$ cat config.mk
export PLATFORM = sky130hd
export DESIGN_NAME = spi_cmd_ctrl
export DESIGN_NICKNAME = d
export VERILOG_FILES = /design/src/rtl/spi_cmd_ctrl.sv
export SDC_FILE = /design/constraint.sdc
export NUM_CORES = 1
export LEC_CHECK = 0
export CORE_UTILIZATION = 25
export CTS_CLUSTER_DIAMETER = 80
export DETAILED_ROUTE_END_ITERATION = 10
export SYNTH_ARGS = -nofsm -noshare
export SYNTH_HDL_FRONTEND = slang
export SYNTH_SLANG_ARGS = --single-unit
$ cat constraint.sdc
create_clock -name i_clk -period 4.8 [get_ports i_clk]
set_clock_uncertainty 0.15 [all_clocks]
set_input_delay 0.48 -clock i_clk [delete_from_list [all_inputs] [get_ports i_clk]]
set_output_delay 0.48 -clock i_clk [all_outputs]
set_load 0.02 [all_outputs]
$ cat src/rtl/spi_cmd_ctrl.sv
// spi_cmd_ctrl: command executor behind the SPI scan chain.
// Takes the 16-bit word latched on the rising edge of nCS (i_load). The word
// is split into a 4-bit opcode and a 12-bit argument. It drives a PWM
// generator, an 8-bit output register and an optional one-shot timer.
// Writes only take effect after the unlock word 16'hCAFE.
// Optional feature: define SPI_CMD_ONESHOT_EN to build the one-shot timer and
// opcode 0x5. Without it, o_pulse and o_busy are tied low and 0x5 is an
// undefined opcode.
module spi_cmd_ctrl #(
  parameter int CNT_W = 12
) (
  input  logic        i_clk,
  input  logic        i_resetn,
  input  logic        i_load,
  input  logic [15:0] i_data,
  output logic        o_pwm,
  output logic [7:0]  o_gpo,
  output logic        o_pulse,
  output logic        o_busy,
  output logic        o_unlocked,
  output logic        o_err
);

  localparam logic [15:0] UNLOCK_WORD = 16'hCAFE;

  localparam logic [3:0] OP_NOP     = 4'h0;
  localparam logic [3:0] OP_DUTY    = 4'h1;
  localparam logic [3:0] OP_PERIOD  = 4'h2;
  localparam logic [3:0] OP_PWM_EN  = 4'h3;
  localparam logic [3:0] OP_GPO     = 4'h4;
  localparam logic [3:0] OP_ONESHOT = 4'h5;
  localparam logic [3:0] OP_LOCK    = 4'hF;

  // i_load synchroniser and edge detect
  logic load_s1;
  logic load_s2;
  logic load_s3;
  logic load_rise;

  // Captured command.
  // Handshake: cmd_v is a one-cycle strobe that qualifies cmd_r. There is no
  // ready or backpressure. The executor always consumes the word on the
  // cycle after the strobe. The source must space words so that i_load stays
  // low for at least 3 clocks between rising edges.
  logic [15:0]      cmd_r;
  logic             cmd_v;
  logic [3:0]       opcode;
  logic [CNT_W-1:0] arg;
  logic             exec_ok;

  // Control registers
  logic       unlocked;
  logic       err;
  logic [7:0] gpo;

  // PWM state
  logic             pwm_en;
  logic [CNT_W-1:0] duty_sh;
  logic [CNT_W-1:0] period_sh;
  logic [CNT_W-1:0] duty;
  logic [CNT_W-1:0] period;
  logic [CNT_W-1:0] cnt;
  logic             pwm_q;

  // One-shot status
  logic busy;

  // Two-flop synchroniser on nCS, plus a third flop for rising-edge detect
  always_ff @(posedge i_clk or negedge i_resetn) begin
    if (!i_resetn) begin
      load_s1 <= 1'b0;
      load_s2 <= 1'b0;
      load_s3 <= 1'b0;
    end else begin
      load_s1 <= i_load;
      load_s2 <= load_s1;
      load_s3 <= load_s2;
    end
  end

  assign load_rise = load_s2 & ~load_s3;

  // Latch the scan-chain word on a synced rising edge and strobe cmd_v
  always_ff @(posedge i_clk or negedge i_resetn) begin
    if (!i_resetn) begin
      cmd_r <= '0;
      cmd_v <= 1'b0;
    end else begin
      cmd_v <= load_rise;
      if (load_rise) begin
        cmd_r <= i_data;
      end
    end
  end

  assign opcode  = cmd_r[15:12];
  assign arg     = CNT_W'(cmd_r[11:0]);
  // An ordinary (non-cookie) word that is allowed to execute this cycle
  assign exec_ok = cmd_v && unlocked && (cmd_r != UNLOCK_WORD);

  // Command decode: lock state, sticky error, GPO and PWM shadow registers
  always_ff @(posedge i_clk or negedge i_resetn) begin
    if (!i_resetn) begin
      unlocked  <= 1'b0;
      err       <= 1'b0;
      gpo       <= '0;
      pwm_en    <= 1'b0;
      duty_sh   <= '0;
      period_sh <= '0;
    end else if (cmd_v) begin
      if (cmd_r == UNLOCK_WORD) begin
        unlocked <= 1'b1;
        err      <= 1'b0;
      end else if (!unlocked) begin
        err <= 1'b1;
      end else begin
        case (opcode)
          OP_NOP:    ;
          OP_DUTY:   duty_sh   <= arg;
          OP_PERIOD: period_sh <= arg;
          OP_PWM_EN: pwm_en    <= cmd_r[0];
          OP_GPO:    gpo       <= cmd_r[7:0];
`ifdef SPI_CMD_ONESHOT_EN
          // A zero argument is a no-op. A retrigger while running is refused.
          OP_ONESHOT: begin
            if (busy && (arg != '0)) begin
              err <= 1'b1;
            end
          end
`endif
          OP_LOCK:   unlocked <= 1'b0;
          default:   err      <= 1'b1;
        endcase
      end
    end
  end

  // PWM: counter runs 0..period. Shadows load at wrap, or freely while disabled.
  always_ff @(posedge i_clk or negedge i_resetn) begin
    if (!i_resetn) begin
      cnt    <= '0;
      duty   <= '0;
      period <= '0;
      pwm_q  <= 1'b0;
    end else begin
      pwm_q <= pwm_en && (cnt < duty);
      if (!pwm_en) begin
        cnt    <= '0;
        duty   <= duty_sh;
        period <= period_sh;
      end else if (cnt >= period) begin
        cnt    <= '0;
        duty   <= duty_sh;
        period <= period_sh;
      end else begin
        cnt <= cnt + CNT_W'(1);
      end
    end
  end

`ifdef SPI_CMD_ONESHOT_EN
  logic [CNT_W-1:0] os_cnt;
  logic             os_start;

  assign os_start = exec_ok && (opcode == OP_ONESHOT) && (arg != '0) && !busy;
  assign busy     = (os_cnt != '0);

  // One-shot down-counter: loaded with arg on start, the pulse lasts while it is non-zero
  always_ff @(posedge i_clk or negedge i_resetn) begin
    if (!i_resetn) begin
      os_cnt <= '0;
    end else if (os_start) begin
      os_cnt <= arg;
    end else if (busy) begin
      os_cnt <= os_cnt - CNT_W'(1);
    end
  end
`else
  assign busy = 1'b0;
`endif

  assign o_pwm      = pwm_q;
  assign o_gpo      = gpo;
  assign o_pulse    = busy;
  assign o_busy     = busy;
  assign o_unlocked = unlocked;
  assign o_err      = err;

endmodule

# ---- Yosys cells after proc, flatten, opt, wreduce, memory -nomap -nowiden
# Index checks and enable logic that the tools add are counted.
dict set report op_classes {
  multipliers 0
  n_shift 0
  n_div 0
  n_addsub 1
  n_mux 12
  magnitude_cmp 2
  reduce_logical 8
  n_bitwise 3
  n_eq_ne 8
}
# cell count
set ops {}
lappend ops {{12-bit 2-to-1 mux} 6}
lappend ops {{16-bit equality test (second input constant)} 1}
lappend ops {{4-bit AND reduction} 4}
lappend ops {{12-bit by 1-bit adder with 12-bit output (second input constant)} 1}
lappend ops {{12-bit greater-or-equal comparator} 1}
lappend ops {{12-bit < comparator} 1}
lappend ops {{4-bit by 2-bit equality test with 1-bit output (second input constant)} 2}
lappend ops {{1-bit 2-to-1 mux} 6}
lappend ops {{6-bit OR reduction} 1}
lappend ops {{4-bit by 1-bit equality test with 1-bit output (second input constant)} 1}
lappend ops {{4-bit by 3-bit equality test with 1-bit output (second input constant)} 1}
lappend ops {{4-bit equality test (second input constant)} 1}
lappend ops {{4-bit zero test} 1}
lappend ops {{3-bit by 2-bit inequality test with 1-bit output (second input constant)} 1}
lappend ops {{2-bit by 1-bit inequality test with 1-bit output (second input constant)} 1}
lappend ops {{1-bit NOT} 2}
lappend ops {{2-bit AND reduction} 1}
lappend ops {{1-bit bitwise AND} 1}
lappend ops {{1-bit logical AND} 1}
dict set report word_totals {
  memories 0
  ram_bits 0
  out_inout_bits 13
  inputBits 19
  romBits 0
  latchBits 0
  reg_bits 92
}

# ---- Depth between registers and ports, before layout
dict set report logic_depth {
  word_depth 5
  depth_mapped 9
}

# ---- Worst setup path before layout
# OpenSTA, ideal clock, no wires.
dict set report synth_timing {
  path_kind {flip-flop to flip-flop}
  startpoint {reg cnt[2]}
  endpoint {reg duty[10]}
  stages_incl_launch_ff 8
  setup_slack_ps 2531
  required_ps 4525
  setup_time_ps 125
  arrival_ps 1994
  cell_sequence {dfrtp_1 > ha_1 > o21a_1 > nor2_1 > o41a_1 > o21ai_4 > buf_12 > mux2_4}
}
dict set report synth_between {
  elab_chain_len 2
}
# element line
set synth_lines {}
lappend synth_lines {{start, declared} 62} ;# logic [CNT_W-1:0] cnt;
lappend synth_lines {{start signal, assigned} 156} ;# cnt <= cnt + CNT_W'(1);
lappend synth_lines {{12-bit greater-or-equal comparator} 151} ;# end else if (cnt >= period) begin
lappend synth_lines {{2-bit by 1-bit inequality test with 1-bit output (no line)} n/a}
lappend synth_lines {{end signal, assigned} 149} ;# duty <= duty_sh;
lappend synth_lines {{end signal, assigned} 153} ;# duty <= duty_sh;
lappend synth_lines {{end, declared} 60} ;# logic [CNT_W-1:0] duty;
# Every way passes these cells.
# A chain may end at the register's enable or synchronous reset.

# ---- Worst setup path after layout
dict set report layout_timing {
  startpoint {reg cnt[0]}
  endpoint {reg duty[3]}
}
# Same word-level chain as after synthesis.

==> flow_summary.yaml <==
clocking:
  cts_max_level: 3
  cts_root_buf: "clkbuf_16"
  clk_latency_ps: 340
  clk_path_buf_depth: 2
  post_cts_buffers: 0
  cts_inserted_buffers: 9
  cts_tree: "built"
  cts_hold_buf: 0
  clkSinkCount: 92
  path_clk_slew_ps: 60
  cts_resized: 0
floorplan:
  core_area_um2: 16520
  dieWidth_um: 131.9
  die_h_um: 131.9
  num_io_pins: 32
  start_util: 0.2555
  rows: 47
  die-area_um2: 17410
sta:
  setup_tns_ps: 0
  timing.hold.ws_ps: 0.3010
  relSlewSlack: 0.4194
  fmax_mhz: 334.6
  hold_violations: 0
  tightest_slew_ps: 867.6
  setup_viol_count_final: 0
  fin_crit_sh: 0.6226
  period_needed_ps: 2988
  rsz0062_at_grt: "no"
  slew_violations: 0
synth:
  ys_types: 36
  synth_edf_count: 0
  synthMuxAreaShare: 0.2072
  synth_top_family_by_area: "multiplexers"
  ys_ff_latch: 92
  syn_area_um2: 4222
  syn_avg_cell_area_um2: 13.28
  async_flop_share: 1.000
  synth_fa_ha_area_frac: 0.07113
  synth_cells: 318
  synth_commonest_cells: "92 x dfrtp_1, 55 x mux2_2, 27 x inv_1, 24 x ha_1, 18 x nor2_1"
  yosysSeqAreaShare: 0.5453
  synth.most_common_cell: "dfrtp_1"
  yosys.area_share.simple: 0.06728
  synth_compound_area_frac: 0.04535
  yosys-top-cells-area: "dfrtp_1 55%, mux2_2 15%, ha_1 7.1%"
  synth-xor-area-share: 0.01867
  synth_top_area_cell: "dfrtp_1"
  synth_top_area_frac: 0.5453
  yosys_warnings: 0
  synth_top_flop_cell: "dfrtp_1"
global_routing:
  track_usage: 0.09662
  overflow: 0
  antenna_found_initial: 0
  grt_pass1_wl_um: 13250
  grt_start_max_net_pins: 49
  grt_pass1_vias: 2697
detailed_routing:
  firstDrtPassIters: 4
  postRouteAntennaNets: 0
  avgViaCountPerCell: 4.301
  wl_per_cell_um: 13.23
  drtIter0Drc: 106
  drc_errors: 0
  wl_um: 7645
  dr_total_vias: 2486
worst_setup_path:
  rr_startpoint: "cnt[0]"
  crit_arrival_ps: 3060
  worst_path_max_delay_cell: "o21ai_4"
  critPathLaunchType: "flip-flop"
  r2r_cells: 8
  slowest_delay_ps: 690
  path_cells: "inv_1 -> ha_1 -> nand2b_1 -> a2111oi_2 -> o41a_1 -> o21ai_4 -> buf_4 -> mux2_2"
  crit_buf_inv: 2
  r2r_setup_slack_ps: 1810
  crit_fanout: 26
  critPathTopFamily: "compound AO/OA/AOI/OAI gates"
  critPathCaptureType: "flip-flop"
  required_ps: 4870
  regToRegEndpoint: "duty[3]"
  critical_path_class: "flip-flop to flip-flop"
cells_and_area:
  fin_nets: 396
  final_area_um2: 5045
  area_growth_pct: 19.50
  drive_gt1_frac: 0.2598
  fillers: 1640
  n_antenna_cell: 0
min_path:
  hp-class: "primary input to async pin"
power:
  p_leak_uw: 0.002322
  ir_drop_mv: 0.1719
  pwr_density_cell_nw_per_um2: 324.0
place:
  portBuffers: 29
  dp_hpwl_um: 5502
  gp_routability_congestion: 0.7619
  placed_area_um2: 4726
outcome:
  status: "complete, no violations"
flow_run:
  drv_cap: 0
-- cells by family after synthesis --
kind of cell	count (synthesis)
buf+inv	36
other cells	1
simple gates	57
mux	72
compound gates	27
xor+xnor	9
fa+ha+maj	24
flops	92
-- registers in the layout, indices dropped and copies added (netlist names) --
register,cells
period_sh,12
load_s1,1
o_pwm,1
o_gpo,8
period,12
cmd_r,16
load_s2,1
cmd_v,1
load_s3,1
o_unlocked,1
pwm_en,1
cnt,12
duty_sh,12
o_err,1
duty,12
-- final cells by class --
type	instances	area (um2)	area share
tap	220	275.3	0.05456
multi-input combinational	191	1737	0.3442
sequential	92	2302	0.4563
inverter	27	101.3	0.02009
clock buffer	12	246.5	0.04886
timing repair buffer	32	310.3	0.06151
clock inverter	4	72.57	0.01438
-- per-layer routing --
layer | vias to the layer above | global-route usage | routed length, um
met5 | - | 0 | 0
met4 | 0 | 0.05039 | 187
met3 | 15 | 0.02576 | 265
met2 | 48 | 0.1558 | 3651
met1 | 1254 | 0.1184 | 3540
li1 | 1169 | - | -
-- cells in the final DEF (no fill, tap or decap), drive strengths merged, types with 3 or more instances in the layout --
cell type / Yosys / final
a21o: 5 / 5
a21oi: 7 / 7
buf: 8 / 4
clkbuf: 1 / 12
clkdlybuf4s50: 0 / 28
dfrtp: 92 / 92
ha: 24 / 24
inv: 27 / 27
mux2: 72 / 72
nand2: 10 / 10
nand3: 11 / 11
nand3b: 3 / 3
nand4: 4 / 4
nor2: 18 / 18
nor3: 3 / 3
o21ai: 7 / 7
xnor2: 4 / 4
xor2: 5 / 5
-- power breakdown --
group	switching (uW)	internal, uW
combinational	29.3	34.8
clock	276	469
sequential	27.8	797
total	333	1300
-- through the flow --
step / setup WS (ps) / total power (uW) / instances / utilization
4_1_cts: 1759 / 1662 / 578 / 0.3053
3_5_place_dp: 1782 / 905.5 / 562 / 0.2860
5_1_grt: 1561 / 1705 / 578 / 0.3053
3_3_place_gp: 1863 / 903.1 / 562 / 0.2860
2_1_floorplan: 2531 / 860.2 / 319 / -
6_report: 1812 / 1635 / 578 / 0.3053
-- how the worst max path moves through the flow --
stage	from	end	slack (ps)	cells past startpoint
2_1_floorplan	cnt[2]	duty[10]	2530	7
3_3_place_gp	cnt[0]	duty[3]	1860	8
3_5_place_dp	cnt[0]	duty[3]	1780	8
4_1_cts	cnt[0]	duty[3]	1760	8
5_1_grt	cnt[0]	duty[3]	1560	8
6_report	cnt[0]	duty[3]	1810	8
No activity file was read; power rests on OpenSTA's default activity.
